===== config.mk =====
export PLATFORM = sky130hd
export DESIGN_NAME = arb_mux_rr
export DESIGN_NICKNAME = d
export VERILOG_FILES = /design/src/rtl/arb_mux_rr_pkg.sv /design/src/rtl/arb_mux_rr_arbiter.sv /design/src/rtl/arb_mux_rr.sv
export SDC_FILE = /design/constraint.sdc
export NUM_CORES = 1
export LEC_CHECK = 0
export CORE_MARGIN = 4
export CORE_UTILIZATION = 30
export CTS_CLUSTER_SIZE = 25
export DETAILED_ROUTE_END_ITERATION = 10
export PLACE_DENSITY = 0.64
export SLEW_MARGIN = 30
export SYNTH_ARGS = -nofsm -noshare
export SYNTH_HDL_FRONTEND = slang
export SYNTH_SLANG_ARGS = --single-unit

===== constraint.sdc =====
create_clock -name clk -period 3.31 [get_ports clk]
set_input_delay 0.662 -clock clk [delete_from_list [all_inputs] [get_ports clk]]
set_output_delay 0.662 -clock clk [all_outputs]
set_load 0.02 [all_outputs]

===== src/rtl/arb_mux_rr_pkg.sv =====
// Shared definitions for the round-robin / forced-select arbitrating mux.
package arb_mux_rr_pkg;

  // Selection mode encodings
  localparam logic ARB_MODE_RR    = 1'b0;
  localparam logic ARB_MODE_FORCE = 1'b1;

  // Default geometry
  localparam int DEF_WIDTH = 16;
  localparam int DEF_NCH   = 8;
  localparam int DEF_SELW  = 3;

endpackage


===== src/rtl/arb_mux_rr_arbiter.sv =====
// Combinational grant logic: rotating priority from ptr, or forced select.
module rr_arbiter
  import arb_mux_rr_pkg::*;
#(
  parameter int NCH  = DEF_NCH,
  parameter int SELW = DEF_SELW
) (
  input  logic [NCH-1:0]  req,
  input  logic [SELW-1:0] ptr,
  input  logic            mode,
  input  logic [SELW-1:0] sel,
  output logic [NCH-1:0]  grant,
  output logic [SELW-1:0] grant_idx,
  output logic            any_grant
);

  logic [NCH-1:0] hi_mask;
  logic [NCH-1:0] hi_req;
  logic [NCH-1:0] pick;

  // Requests at or above ptr win first; otherwise wrap to the lowest request.
  always_comb begin
    hi_mask = '0;
    for (int i = 0; i < NCH; i++) hi_mask[i] = (SELW'(i) >= ptr);
    hi_req = req & hi_mask;
    pick   = (|hi_req) ? hi_req : req;
  end

  // One-hot grant: forced select honours only sel, rr takes the lowest picked bit.
  always_comb begin
    grant     = '0;
    grant_idx = '0;
    any_grant = 1'b0;
    if (mode == ARB_MODE_FORCE) begin
      for (int i = 0; i < NCH; i++) begin
        if (sel == SELW'(i) && req[i]) begin
          grant[i]  = 1'b1;
          grant_idx = SELW'(i);
          any_grant = 1'b1;
        end
      end
    end else begin
      for (int i = NCH - 1; i >= 0; i--) begin
        if (pick[i]) begin
          grant     = '0;
          grant[i]  = 1'b1;
          grant_idx = SELW'(i);
          any_grant = 1'b1;
        end
      end
    end
  end

endmodule


===== src/rtl/arb_mux_rr.sv =====
// Registered N-channel selector with per-channel valid/ready and rr or forced grant.
module arb_mux_rr
  import arb_mux_rr_pkg::*;
#(
  parameter int WIDTH = DEF_WIDTH,
  parameter int NCH   = DEF_NCH,
  parameter int SELW  = DEF_SELW
) (
  input  logic                 clk,
  input  logic                 rst,
  input  logic                 mode,
  input  logic [SELW-1:0]      sel,
  input  logic [NCH*WIDTH-1:0] in_data,
  input  logic [NCH-1:0]       in_valid,
  output logic [NCH-1:0]       in_ready,
  output logic [WIDTH-1:0]     out_data,
  output logic [SELW-1:0]      out_sel,
  output logic                 out_valid,
  input  logic                 out_ready
);

  logic [NCH-1:0][WIDTH-1:0] ch_data;
  logic [SELW-1:0]           ptr;
  logic [NCH-1:0]            grant;
  logic [SELW-1:0]           grant_idx;
  logic                      any_grant;
  logic                      load_en;
  logic                      xfer;
  logic [WIDTH-1:0]          sel_data;

  assign ch_data = in_data;

  rr_arbiter #(.NCH(NCH), .SELW(SELW)) u_arb (
    .req       (in_valid),
    .ptr       (ptr),
    .mode      (mode),
    .sel       (sel),
    .grant     (grant),
    .grant_idx (grant_idx),
    .any_grant (any_grant)
  );

  // Single-entry output register: loadable when empty or draining this cycle.
  assign load_en  = !out_valid || out_ready;
  assign in_ready = (load_en && !rst) ? grant : '0;
  assign xfer     = any_grant && load_en && !rst;

  // AND-OR data select; grant is one-hot or zero.
  always_comb begin
    sel_data = '0;
    for (int i = 0; i < NCH; i++) sel_data |= ch_data[i] & {WIDTH{grant[i]}};
  end

  // Output register and rr pointer; reset drops any held word.
  always_ff @(posedge clk) begin
    if (rst) begin
      out_valid <= 1'b0;
      out_data  <= '0;
      out_sel   <= '0;
      ptr       <= '0;
    end else if (xfer) begin
      out_valid <= 1'b1;
      out_data  <= sel_data;
      out_sel   <= grant_idx;
      if (mode == ARB_MODE_RR)
        ptr <= (grant_idx == SELW'(NCH - 1)) ? '0 : grant_idx + 1'b1;
    end else if (out_ready) begin
      out_valid <= 1'b0;
    end
  end

endmodule


### Word-level counts from Yosys, hierarchy flattened

Cells that the tools add are included.

| storage, ports and cells | value |
|---|---|
| register bits after elaboration | 23 |
| bits in latches | 0 |
| memory bits (writable) | 0 |
| ROM bits | 0 |
| bits of input ports | 143 |
| output and inout port bits | 28 |
| word-level logic and storage cells | 110 |
| memories kept | 0 |

| cells by class | value |
|---|---|
| $add $sub $neg | 1 |
| multipliers | 0 |
| div/mod/pow operators | 0 |
| order comparisons | 8 |
| equality and inequality tests | 8 |
| shift operators | 0 |
| mux-type cells | 54 |
| bitwise gates (word level) | 17 |
| reduce and logical (&&, ||, !) cells | 18 |

Operators by type and width:

| cell | count |
|---|---|
| $and A16 B16 Y16 | 8 |
| $or A16 B16 Y16 | 7 |
| $mux W8 | 11 |
| $mux W3 | 14 |
| $mux W1 | 27 |
| $eq A3 B3 Y1 const B | 5 |
| $ge A3 B3 Y1 const A | 4 |
| $logic_and A1 B1 Y1 | 11 |
| $and A8 B8 Y8 | 1 |
| $reduce_or A8 Y1 | 1 |
| $eq A3 B2 Y1 const B | 2 |
| $ge A1 B3 Y1 const A | 2 |
| $ge A2 B3 Y1 const A | 2 |
| $mux W2 | 2 |
| $add A3 B1 Y3 const B | 1 |
| $eq A3 B1 Y1 const B | 1 |
| $logic_not A3 Y1 | 1 |
| $logic_not A1 Y1 | 2 |
| $reduce_and A2 Y1 | 1 |
| $reduce_bool A2 Y1 | 1 |
| $logic_or A1 B1 Y1 | 1 |
| $not A1 Y1 | 1 |

### Longest topological paths before layout

Gate-level depths: netlist of run 1.

| depth | value |
|---|---|
| depth after elaboration | 21 |
| mapped depth | 12 |

### Modules after synthesis

Synthesis of run 1 repeated with hierarchy kept, for this count alone.

| unflattened totals | value |
|---|---|
| cells, all modules | 303 |
| area, all modules | 2546.2 um^2 |

Modules (own cells, without submodules):

| module | times used | cells an instance | area each (um^2) | sequential area each (um^2) |
|---|---|---|---|---|
| arb_mux_rr | 1 | 194 | 1784.2 | 460.4 |
| rr_arbiter | 1 | 109 | 762.0 | 0.0 |

### Worst setup path after synthesis of run 1

OpenSTA, ideal clock, no wires.

| path | value |
|---|---|
| path type | input-to-output |
| from | in in_valid[5] |
| to | out in_ready[3] |
| arrival time | 2.485 ns |
| required time | 2.648 ns |
| setup slack | 0.163 ns |
| cell stages on the path | 10 |
| cells stage by stage | buf_2 -> inv_1 -> a21oi_2 -> a211oi_2 -> o22ai_2 -> nand2_1 -> nor3_2 -> buf_2 -> nor2_1 -> nor2_1 |

| between the ends | value |
|---|---|
| word-level cells in the longest chain between the ends | 12 |

RTL lines:

| item | RTL line | RTL |
|---|---|---|
| start: declaration | arb_mux_rr.sv:14 | `input logic [NCH-1:0] in_valid,` |
| $and A8 B8 Y8 | arb_mux_rr_arbiter.sv:25 | `hi_req = req & hi_mask;` |
| $reduce_or A8 Y1 | arb_mux_rr_arbiter.sv:26 | `pick = (\|hi_req) ? hi_req : req;` |
| $mux W8 * | arb_mux_rr_arbiter.sv:26 |  |
| $mux W8 (6 in series) | arb_mux_rr_arbiter.sv:44 | `if (pick[i]) begin` |
| $mux W8 * | arb_mux_rr_arbiter.sv:44 |  |
| $mux W8 * | arb_mux_rr_arbiter.sv:34 | `if (mode == ARB_MODE_FORCE) begin` |
| $mux W8 * | arb_mux_rr.sv:45 | `assign in_ready = (load_en && !rst) ? grant : '0;` |
| end: declaration | arb_mux_rr.sv:15 | `output logic [NCH-1:0] in_ready,` |

Mark *: on every way between the ends. The rest lies on a longest branch, timed or not.

### Final worst setup path of run 1

| path | value |
|---|---|
| from | in in_valid[4] |
| to | out in_ready[4] |

| between the ends | value |
|---|---|
| word-level cells in the longest chain between the ends | 12 |

RTL lines:

| item | RTL line |
|---|---|
| $and A8 B8 Y8 | arb_mux_rr_arbiter.sv:25 |
| $reduce_or A8 Y1 | arb_mux_rr_arbiter.sv:26 |
| $mux W8 | arb_mux_rr_arbiter.sv:26 |
| $mux W8 (7 in series) | arb_mux_rr_arbiter.sv:44 |
| $mux W8 * | arb_mux_rr_arbiter.sv:34 |
| $mux W8 * | arb_mux_rr.sv:45 |

Marked as above.

==> impl_metrics.json, run 1 <==
{
  "final-instance-count-excl-fill": 768,
  "gpl.final_weighted_congestion": 1.04,
  "first_pass_iters": 6,
  "syn2layout_area_growth_pct": 75.2,
  "fp.dieArea_mm2": 0.0122,
  "crit_path_start": "in_valid[4]",
  "worst_clock_skew_ns": 0.00234,
  "routed_wl_per_cell_um": 22.9,
  "ioPinCount": 171,
  "dp_hpwl_mm": 12.9,
  "rrSetupSlack_ns": 0.32,
  "clock_sink_count": 23,
  "clk_pin_slew_ns": 0.10,
  "crit_end": "in_ready[4]",
  "fmax_ghz": 0.313,
  "synth-edff-count": 0,
  "routed_wirelength_mm": 17.6,
  "totalNegativeSetupSlack_ns": 0,
  "final_net_count": 778,
  "place_inst": 761,
  "netlist-cell-type-count": 58,
  "syn-cell-area_mm2": 0.00315,
  "asyncSetResetFlopFracSynth": 0,
  "clock_tree.htree_level_count": 1,
  "globalRoute.totalOverflow": 0,
  "cts-buffers-inserted": 3,
  "layout.cells.most_common_list": "sky130_fd_sc_hd__clkdlybuf4s50_1 (156), sky130_fd_sc_hd__buf_4 (68), sky130_fd_sc_hd__nor2_1 (41)",
  "finalWorstSetupSlack_ns": 0.113,
  "grt_max_degree": 24,
  "outcome": "completed",
  "die_height_um": 111,
  "detailed_place.area_mm2": 0.00536,
  "slew_hr": 0.651,
  "setup_violations": 0,
  "post_route_standard_cell_area_excluding_fillers_mm2": 0.00552,
  "p_leak_nw": 2.00,
  "routed_via_density": 6.34,
  "final.min_clock_period_ns": 3.20,
  "yosysWarningCount": 0,
  "cp-start-kind": "input pin",
  "final_core_util": 0.537,
  "drv_cap": 0,
  "worst_slew_pin_slew_ns": 0.524,
  "worstSetupPathDepth": 11,
  "syn-instance-count": 432,
  "clk_path_buf_depth": 2,
  "capture_point_of_the_worst_reg_to_reg_path": "ptr[0]$_SDFFE_PP0P_",
  "global_route.usage.total": 0.274,
  "via_count_of_the_first_global_routing_pass": 5015,
  "synth.avg_cell_area_um2": 7.30,
  "ff2ff_path_depth": 12,
  "dr_total_vias": 4871,
  "clock_insertion_delay_worst_skew_ns": 0.28,
  "final_hold_vios": 0,
  "grt_pass1_wl_mm": 27.4,
  "route.antenna.remaining_nets": 0,
  "regToRegStartpoint": "ptr[1]$_SDFFE_PP0P_",
  "cell_with_the_biggest_individual_delay_on_the_critical_path": "sky130_fd_sc_hd__a2bb2oi_4",
  "antenna_found_initial": 0,
  "placement_rows": 37,
  "worst-endpoint-required_ns": 2.65,
  "crit_path_end_kind": "output pin",
  "netlist_top_cells_area": "sky130_fd_sc_hd__dfxtp_1 (15%), sky130_fd_sc_hd__a221o_1 (8.6%), sky130_fd_sc_hd__a22oi_1 (7.9%)",
  "cts-root-buf": "sky130_fd_sc_hd__clkbuf_8",
  "yosys_most_used_dff": "sky130_fd_sc_hd__dfxtp_1",
  "path_buf_inv": 3,
  "min-delay-path-class": "flop to flop",
  "worstPathMaxFanout": 3,
  "port-buffer-count": 170,
  "synth.top_cell.area_share": 0.146,
  "yosys_register_bits": 23,
  "drive_above_1_share": 0.184,
  "drt_first_iter_violations": 529,
  "cts_tree": "done",
  "path_class": "input pin to output pin",
  "start_util": 0.307,
  "floorplan.die.width_um": 111,
  "mostFrequentLayoutCell": "sky130_fd_sc_hd__clkdlybuf4s50_1",
  "cp_common_cell": "sky130_fd_sc_hd__nor2_1",
  "report.final.slew_viol_count": 0,
  "final_antenna_diode_count": 0,
  "cp_cell_sequence": "dlygate4sd2_1 > nor2b_4 > a2bb2oi_4 > buf_6 > a221oi_4 > o21ai_2 > nand3_2 > nor3b_2 > nor2_1 > nor2_1 > buf_4",
  "part_of_the_yosys_area_used_for_sequential_elements": 0.146,
  "postSynthNetCount": 577,
  "cpLargestDelayFamily": "simple AND/OR/NAND/NOR gates",
  "arrival_ns": 2.53,
  "synth_top_area_cell": "sky130_fd_sc_hd__dfxtp_1",
  "post-place-ws_ns": -0.596,
  "critical_path.max_stage_delay_ns": 0.26,
  "pwr_density_cell_mw_per_mm2": 247,
  "vdd_ir_drop_max_mv": 0.133,
  "post-route-drc-count": 0,
  "core-area_mm2": 0.0103,
  "period_share": 0.966
}
synthesized netlist by cell type (2+ instances only):
cell	n
sky130_fd_sc_hd__nand2_1	36
sky130_fd_sc_hd__inv_1	8
sky130_fd_sc_hd__a311oi_1	17
sky130_fd_sc_hd__a221o_1	27
sky130_fd_sc_hd__o211ai_1	2
sky130_fd_sc_hd__o31ai_1	4
sky130_fd_sc_hd__and3_1	3
sky130_fd_sc_hd__nand4_1	16
sky130_fd_sc_hd__nand3_1	10
sky130_fd_sc_hd__nor3_1	5
sky130_fd_sc_hd__buf_4	4
sky130_fd_sc_hd__buf_2	16
sky130_fd_sc_hd__a222oi_1	4
sky130_fd_sc_hd__o21ai_2	2
sky130_fd_sc_hd__a32oi_1	11
sky130_fd_sc_hd__a22oi_1	33
sky130_fd_sc_hd__nor2_2	2
sky130_fd_sc_hd__dfxtp_1	23
sky130_fd_sc_hd__nor3b_1	2
sky130_fd_sc_hd__a221oi_1	22
sky130_fd_sc_hd__o22ai_1	7
sky130_fd_sc_hd__a21oi_1	23
sky130_fd_sc_hd__a31oi_1	2
sky130_fd_sc_hd__ha_1	2
sky130_fd_sc_hd__o21ai_0	13
sky130_fd_sc_hd__nand2b_1	5
sky130_fd_sc_hd__and2_1	15
sky130_fd_sc_hd__and2_4	2
sky130_fd_sc_hd__a22o_1	12
sky130_fd_sc_hd__nor2_1	44
sky130_fd_sc_hd__nor2b_1	6
sky130_fd_sc_hd__clkbuf_1	23
sky130_fd_sc_hd__a32o_1	6
flip-flops by register name, summed over array words and instances, names as in the netlist:
register / count
out_valid: 1
ptr: 3
out_sel: 3
out_data: 16
report_power, final:
| group | total, W | switching, W | leakage [nW] | internal [W] |
|---|---|---|---|---|
| Clock | 0.000201 | 0.000116 | 0.0255 | 0.0000849 |
| Sequential | 0.000337 | 0.0000288 | 0.190 | 0.000308 |
| Combinational | 0.000827 | 0.000408 | 1.78 | 0.000419 |
how the worst min path moves through the flow:
| stage | startpoint | endpoint | slack (ns) | cells after the start |
|---|---|---|---|---|
| final | out_sel[0]$_SDFFE_PP0P_ | out_sel[0]$_SDFFE_PP0P_ | 0.48 | 2 |
| after floorplan | out_sel[0]$_SDFFE_PP0P_ | out_sel[0]$_SDFFE_PP0P_ | 0.53 | 2 |
| after CTS | out_sel[0]$_SDFFE_PP0P_ | out_sel[0]$_SDFFE_PP0P_ | 0.49 | 2 |
| after global placement | out_sel[0]$_SDFFE_PP0P_ | out_sel[0]$_SDFFE_PP0P_ | 0.45 | 2 |
| after global routing | out_sel[0]$_SDFFE_PP0P_ | out_sel[0]$_SDFFE_PP0P_ | 0.49 | 2 |
| after detailed placement | out_sel[0]$_SDFFE_PP0P_ | out_sel[0]$_SDFFE_PP0P_ | 0.47 | 2 |
final cells by class:
class / count / area, µm²
Clock inverter: 1 / 5.00
Multi-Input combinational cell: 355 / 2570
Inverter: 9 / 33.8
Sequential cell: 23 / 460
Fill cell: 967 / 4750
Clock buffer: 3 / 41.3
Timing Repair Buffer: 241 / 2240
Tap cell: 136 / 170
per-layer routing:
metal / vias to the layer above / wire length [µm] / GRT usage / share of wire
met2: 342 / 8500 / 0.473 / 0.48
met3: 69 / 1600 / 0.0537 / 0.091
met1: 2292 / 6810 / 0.336 / 0.39
met4: 0 / 672 / 0.0969 / 0.038
li1: 2168 / - / - / -
met5: - / 0 / 0 / 0
metrics by stage:
step	hold WS [ns]	total power [W]
floorplan	0.534	0.000696
global placement	0.447	0.00113
detailed placement	0.471	0.00113
CTS	0.485	0.00134
global route	0.492	0.00143
finish	0.476	0.00137
logic make-up after synthesis:
logic type | after synthesis | share of synthesized area
flip-flops | 23 | 0.146
AO/OA/AOI/OAI | 200 | 0.519
AND/OR/NAND/NOR | 150 | 0.235
multiplexers | 3 | 0.0139
adder cells (fa/ha/maj) | 2 | 0.00794
buffers and inverters | 54 | 0.0778
tightest hold or removal path: stages, from the launching register on:
cell                      delay (ns)
sky130_fd_sc_hd__dfxtp_1        0.33
sky130_fd_sc_hd__nand2_1        0.05
sky130_fd_sc_hd__a21oi_1        0.06
what timing repair did:
item | 4_1_cts | 5_1_grt
pin swaps | 3 | 11
buffers inserted | 2 | 2
gates resized for setup | 41 | 21
setup endpoints to repair | 8 | 8
hold buffers | 0 | 0
Note: power is estimated with default switching activity, not from simulation.
==> inputs of run 2 (changes only) <==
GPL_TIMING_DRIVEN = 0   (was not set)
==> run 2 against run 1 <==
  * Utilization down 0.54 points
  * Flip-flop and latch count stayed put
  * Worst hold slack lost 0.016 ns
  * Via count fell by 1.4%
  * Cell area is 1.0% lower
  * Setup slack lost 0.068 ns
  * Sequential power down 2%
  * Register-to-register slack better by 0.06 ns
  * Total power grew 0.49%
  * Global-route usage shrank 0.82 points
  * Critical path type unchanged
  * Largest cell class unchanged
  * Largest power group unchanged
==> impl_metrics.json, run 2 (synthesized netlist as in run 1, its figures left out) <==
{
  "port-buffer-count": 166,
  "syn2layout_area_growth_pct": 73.5,
  "clk_path_buf_depth": 2,
  "drv_cap": 0,
  "sequentialPowerShare": 0.242,
  "outcome": "completed",
  "pwr_density_cell_mw_per_mm2": 251,
  "floorplan.die.width_um": 111,
  "rrSetupSlack_ns": 0.38,
  "slew_hr": 0.484,
  "final-instance-count-excl-fill": 760,
  "final_core_util": 0.532,
  "antenna_found_initial": 0,
  "worst_clock_skew_ns": 0.00435,
  "first_pass_iters": 8,
  "p_leak_nw": 1.91,
  "path_class": "input pin to output pin",
  "largest_register_ffs": 16,
  "gpl.final_weighted_congestion": 0.982,
  "post-route-drc-count": 0,
  "cts-root-buf": "sky130_fd_sc_hd__clkbuf_8",
  "route.antenna.remaining_nets": 0,
  "final.min_clock_period_ns": 3.27,
  "largest-register": "out_data",
  "worst_slew_pin_slew_ns": 0.774,
  "grt_pass1_wl_mm": 26.5,
  "vdd_ir_drop_max_mv": 0.153,
  "fmax_ghz": 0.306,
  "instance_count_along_the_most_critical_hold_path": 2,
  "grt_max_degree": 17,
  "drt_first_iter_violations": 599,
  "routed_via_density": 6.32,
  "globalRoute.totalOverflow": 0,
  "switching_share_of_power": 0.412,
  "placement_rows": 37,
  "min-delay-path-class": "flop to flop",
  "period_share": 0.986,
  "clock_sink_count": 23,
  "arrival_ns": 2.60,
  "worstPathMaxFanout": 10,
  "ioPinCount": 171,
  "post_route_standard_cell_area_excluding_fillers_mm2": 0.00547,
  "global_route.usage.total": 0.265,
  "routed_wl_per_cell_um": 23.2,
  "clock_insertion_delay_worst_skew_ns": 0.27,
  "layout_top_registers": "out_data x16, out_sel x3, ptr x3",
  "net-switching-power_w": 0.000566,
  "routed_wirelength_mm": 17.6,
  "start_util": 0.307,
  "layout.cells.most_common_list": "sky130_fd_sc_hd__clkdlybuf4s50_1 (152), sky130_fd_sc_hd__nor2_1 (38), sky130_fd_sc_hd__nand2_1 (35)",
  "p_clk_frac": 0.144,
  "clock_tree.htree_level_count": 1,
  "clk_pin_slew_ns": 0.10,
  "unrepaired_setup_endpoints_after_global_routing": "true",
  "dp_hpwl_mm": 13.2,
  "die_height_um": 111,
  "place_inst": 734,
  "dr_total_vias": 4803,
  "cts-buffers-inserted": 3,
  "fp.dieArea_mm2": 0.0122,
  "worst-endpoint-required_ns": 2.65,
  "mostFrequentLayoutCell": "sky130_fd_sc_hd__clkdlybuf4s50_1",
  "detailed_place.area_mm2": 0.00498,
  "final_net_count": 770,
  "cp-start-kind": "input pin",
  "internal-power_w": 0.000806,
  "ff2ff_path_depth": 12,
  "cts.hold.buffers_added": 0,
  "crit_path_end_kind": "output pin",
  "drive_above_1_share": 0.189,
  "core-area_mm2": 0.0103,
  "via_count_of_the_first_global_routing_pass": 4926,
  "cts_tree": "done",
  "power.share.combinational": 0.614,
  "report.final.slew_viol_count": 0,
  "final_antenna_diode_count": 0,
  "final_hold_vios": 0,
  "setup_violations": 0
}
-- run 2: power groups by stage --
stage | combinational, W | clock, W | sequential [W]
final | 0.000842 | 0.000198 | 0.000331
after global routing | 0.000886 | 0.000206 | 0.000334
after CTS | 0.000806 | 0.000197 | 0.000329
after detailed placement | 0.000729 | 0 | 0.000332
after global placement | 0.000722 | 0 | 0.000333
after floorplan | 0.000334 | 0 | 0.000361
-- run 2: worst max-delay path, cell delays in order --
cell and delay [ns]:
sky130_fd_sc_hd__clkdlybuf4s50_1 0.47, sky130_fd_sc_hd__nand2_1 0.20, sky130_fd_sc_hd__nor3_4 0.34, sky130_fd_sc_hd__and2_1 0.25, sky130_fd_sc_hd__clkbuf_2 0.31, sky130_fd_sc_hd__nor2_1 0.08
sky130_fd_sc_hd__nor2_1 0.09, sky130_fd_sc_hd__buf_2 0.18
-- run 2: repair_timing --
action	CTS	global route
resized for setup	108	29
pin swaps	16	11
setup buffers	15	12
endpoints found under the setup margin	25	18
-- run 2: cell type report --
type	instances	area, µm²
Clock buffer	4	45.0
Sequential cell	23	463
Tap cell	136	170
Inverter	9	33.8
Buffer	40	258
Fill cell	1003	4810
Timing Repair Buffer	193	1820
Multi-Input combinational cell	355	2680
-- run 2: metrics by stage --
step                      setup TNS (ns)  worst slack [ns]  hold slack (ns)  power, W
after floorplan                        0             0.163            0.534  0.000696
after global placement            -17.92             -1.47            0.452   0.00106
after detailed placement          -19.14             -1.50            0.449   0.00106
after CTS                        -0.0324           -0.0324            0.463   0.00133
after global routing             -0.0520           -0.0520            0.482   0.00143
final                                  0            0.0448            0.460   0.00137
-- run 2: path summary, 6_finish.rpt --
| check | start | end |
|---|---|---|
| setup reg to reg | ptr[2]$_SDFFE_PP0P_ | ptr[0]$_SDFFE_PP0P_ |
| hold reg to reg | out_sel[0]$_SDFFE_PP0P_ | out_sel[0]$_SDFFE_PP0P_ |
| hold / removal | out_sel[0]$_SDFFE_PP0P_ | out_sel[0]$_SDFFE_PP0P_ |
| setup / recovery | sel[2] | in_ready[4] |
-- run 2: per-layer routing --
layer | part of all wire | vias up | track usage
met5 | 0 | - | 0
li1 | - | 2152 | -
met1 | 0.40 | 2217 | 0.339
met2 | 0.46 | 371 | 0.436
met3 | 0.11 | 63 | 0.0559
met4 | 0.035 | 0 | 0.104
==> inputs of run 3 (changes only) <==
GPL_TIMING_DRIVEN = not set   (was 0)
clock period = 3.2 ns   (was 3.31 ns; I/O delays follow)
==> run 3 against run 2 <==
  * Cell count grew 2.9%
  * Sequential power up 5%
  * Combinational power is 4.4% higher
  * Utilization grew 1.6 points
  * Non-clock buffer count up 22
  * Critical path depth up 2
  * Sequential share of layout area shrank 0.29 points
  * Via count is 1.8% higher
  * First-iteration DRC count shrank 23%
  * Clock skew rose by 0.0020 ns
  * Die area did not move
  * Worst hold slack better by 0.019 ns
==> impl_metrics.json, run 3 (synthesized netlist as in run 1, its figures left out) <==
{
  "grt.busiest_layer": "met2",
  "total_power_w": 0.00144,
  "layout.filler_cells": 955,
  "dr_total_vias": 4891,
  "post-route-drc-count": 0,
  "die_height_um": 111,
  "routed_wirelength_mm": 17.5,
  "mostFrequentLayoutCell": "sky130_fd_sc_hd__clkdlybuf4s50_1",
  "final_antenna_diode_count": 0,
  "port-buffer-count": 170,
  "grt_max_degree": 24,
  "place_inst": 765,
  "holdPathEnd": "out_sel[0]$_SDFFE_PP0P_",
  "layout_top_registers": "out_data x16, out_sel x3, ptr x3",
  "grtUsageMet2": 0.481,
  "routed_wl_per_cell_um": 22.4,
  "syn2layout_area_growth_pct": 78.6,
  "grt_pass1_wl_mm": 27.3,
  "first_pass_iters": 8,
  "min-delay-path-class": "flop to flop",
  "cp-start-kind": "input pin",
  "period_share": 0.975,
  "area.sequential_um2": 460,
  "drt_first_iter_violations": 464,
  "capture_point_of_the_worst_reg_to_reg_path": "out_data[6]$_SDFFE_PP0P_",
  "regToRegStartpoint": "ptr[1]$_SDFFE_PP0P_",
  "vdd_ir_drop_max_mv": 0.151,
  "core-area_mm2": 0.0103,
  "post_route_standard_cell_area_excluding_fillers_mm2": 0.00563,
  "cts_tree": "done",
  "slew_hr": 0.643,
  "final_hold_vios": 0,
  "outcome": "completed",
  "layout.cells.most_common_list": "sky130_fd_sc_hd__clkdlybuf4s50_1 (156), sky130_fd_sc_hd__buf_4 (85), sky130_fd_sc_hd__nor2_1 (42)",
  "clock_sink_count": 23,
  "crit_path_end_kind": "output pin",
  "final.min_clock_period_ns": 3.12,
  "cts-root-buf": "sky130_fd_sc_hd__clkbuf_8",
  "worstPathMaxFanout": 5,
  "post-place-ws_ns": -0.662,
  "placement_rows": 37,
  "arrival_ns": 2.48,
  "final_net_count": 792,
  "fp.dieArea_mm2": 0.0122,
  "clk_pin_slew_ns": 0.10,
  "final-instance-count-excl-fill": 782,
  "worst_clock_skew_ns": 0.00633,
  "largest_register_ffs": 16,
  "largest-register": "out_data",
  "cts-buffers-inserted": 3,
  "drv_cap": 0,
  "setup_violations": 0,
  "cts.hold.buffers_added": 0,
  "instance_count_along_the_most_critical_hold_path": 2,
  "global_route.usage.total": 0.272,
  "via_count_of_the_first_global_routing_pass": 4998,
  "ff2ff_path_depth": 15,
  "drive_above_1_share": 0.207,
  "worst_slew_pin_slew_ns": 0.535,
  "worst-endpoint-required_ns": 2.56,
  "detailed_place.area_mm2": 0.00539,
  "floorplan.die.width_um": 111,
  "min_from": "out_sel[0]$_SDFFE_PP0P_",
  "clock_tree.htree_level_count": 1,
  "finalHoldWorstSlack_ns": 0.479,
  "dp_hpwl_mm": 12.9,
  "fmax_ghz": 0.321,
  "antenna_found_initial": 0,
  "path_class": "input pin to output pin",
  "p_leak_nw": 2.06,
  "globalRoute.totalOverflow": 0,
  "report.final.slew_viol_count": 0,
  "pwr_density_cell_mw_per_mm2": 255,
  "grtUsageMet1": 0.332,
  "routed_via_density": 6.25,
  "rrSetupSlack_ns": 0.32,
  "clock_insertion_delay_worst_skew_ns": 0.29,
  "start_util": 0.307,
  "finalWorstSetupSlack_ns": 0.0810,
  "ioPinCount": 171,
  "gpl.final_weighted_congestion": 1.02,
  "groute.layer.met3.usage": 0.0559,
  "area_of_the_multi_input_gates_mm2": 0.00257,
  "clk_path_buf_depth": 2,
  "route.antenna.remaining_nets": 0
}
==> run 3: cell count changes in the layout (fill, tap and decap cells not counted), moves of 4 or more <==
cell / delta
sky130_fd_sc_hd__buf_4: +51
sky130_fd_sc_hd__clkdlybuf4s50_1: +4
sky130_fd_sc_hd__clkbuf_2: -11
sky130_fd_sc_hd__clkbuf_1: -10
sky130_fd_sc_hd__nor2_1: +4
sky130_fd_sc_hd__buf_2: -12
==> run 3: critical path: stages <==
cell and delay [ns]:
sky130_fd_sc_hd__clkdlybuf4s50_1 0.42, sky130_fd_sc_hd__o21bai_4 0.23, sky130_fd_sc_hd__a2111oi_4 0.35, sky130_fd_sc_hd__o22ai_2 0.15
sky130_fd_sc_hd__buf_4 0.16, sky130_fd_sc_hd__nand2_2 0.09, sky130_fd_sc_hd__nor2_2 0.06, sky130_fd_sc_hd__a21oi_2 0.14
sky130_fd_sc_hd__nor2_1 0.06, sky130_fd_sc_hd__buf_4 0.18
==> run 3: timing repair <==
item | in CTS | in global routing
buffers inserted | 11 | 3
endpoints found under the setup margin | 9 | 20
gates resized for setup | 46 | 20
pin swaps | 7 | 12
==> run 3: worst max-delay path by stage <==
stage                      startpoint           to  slack (ns)  cells after the start
after global routing      in_valid[7]  in_ready[2]     -0.0006                     10
after floorplan           in_valid[5]  in_ready[3]         0.1                     10
after detailed placement  in_valid[4]  in_ready[4]       -0.66                     10
after CTS                 in_valid[3]  in_ready[4]       0.004                     10
after global placement    in_valid[4]  in_ready[4]       -0.64                     10
final                     in_valid[7]  in_ready[2]        0.08                     10
==> run 3: stage by stage <==
| step | util | setup TNS (ns) |
|---|---|---|
| after CTS | 0.539 | 0 |
| after detailed placement | 0.524 | -5.39 |
| after global placement | 0.524 | -4.93 |
| after global routing | 0.548 | -0.000594 |
| after floorplan | - | 0 |
| final | 0.548 | 0 |
==> run 3: area by class of cell <==
| type | count | share of cell area |
|---|---|---|
| Clock buffer | 3 | 0.00733 |
| Clock inverter | 1 | 0.000889 |
| Inverter | 9 | 0.00600 |
| Multi-Input combinational cell | 355 | 0.457 |
| Sequential cell | 23 | 0.0818 |
| Tap cell | 136 | 0.0302 |
| Timing Repair Buffer | 255 | 0.417 |
==> run 3: routing by layer <==
metal	routed length [µm]	vias up
li1	-	2193
met5	0	-
met4	555	0
met2	8530	376
met1	6600	2250
met3	1870	72
==> run 3: report_power, final <==
group          leakage [nW]  total, W  switching (W)  internal (W)
clock network        0.0255  0.000210       0.000122     0.0000878
registers             0.190  0.000346      0.0000273      0.000319
logic                  1.85  0.000879       0.000427      0.000452
total                  2.06   0.00144       0.000577      0.000858
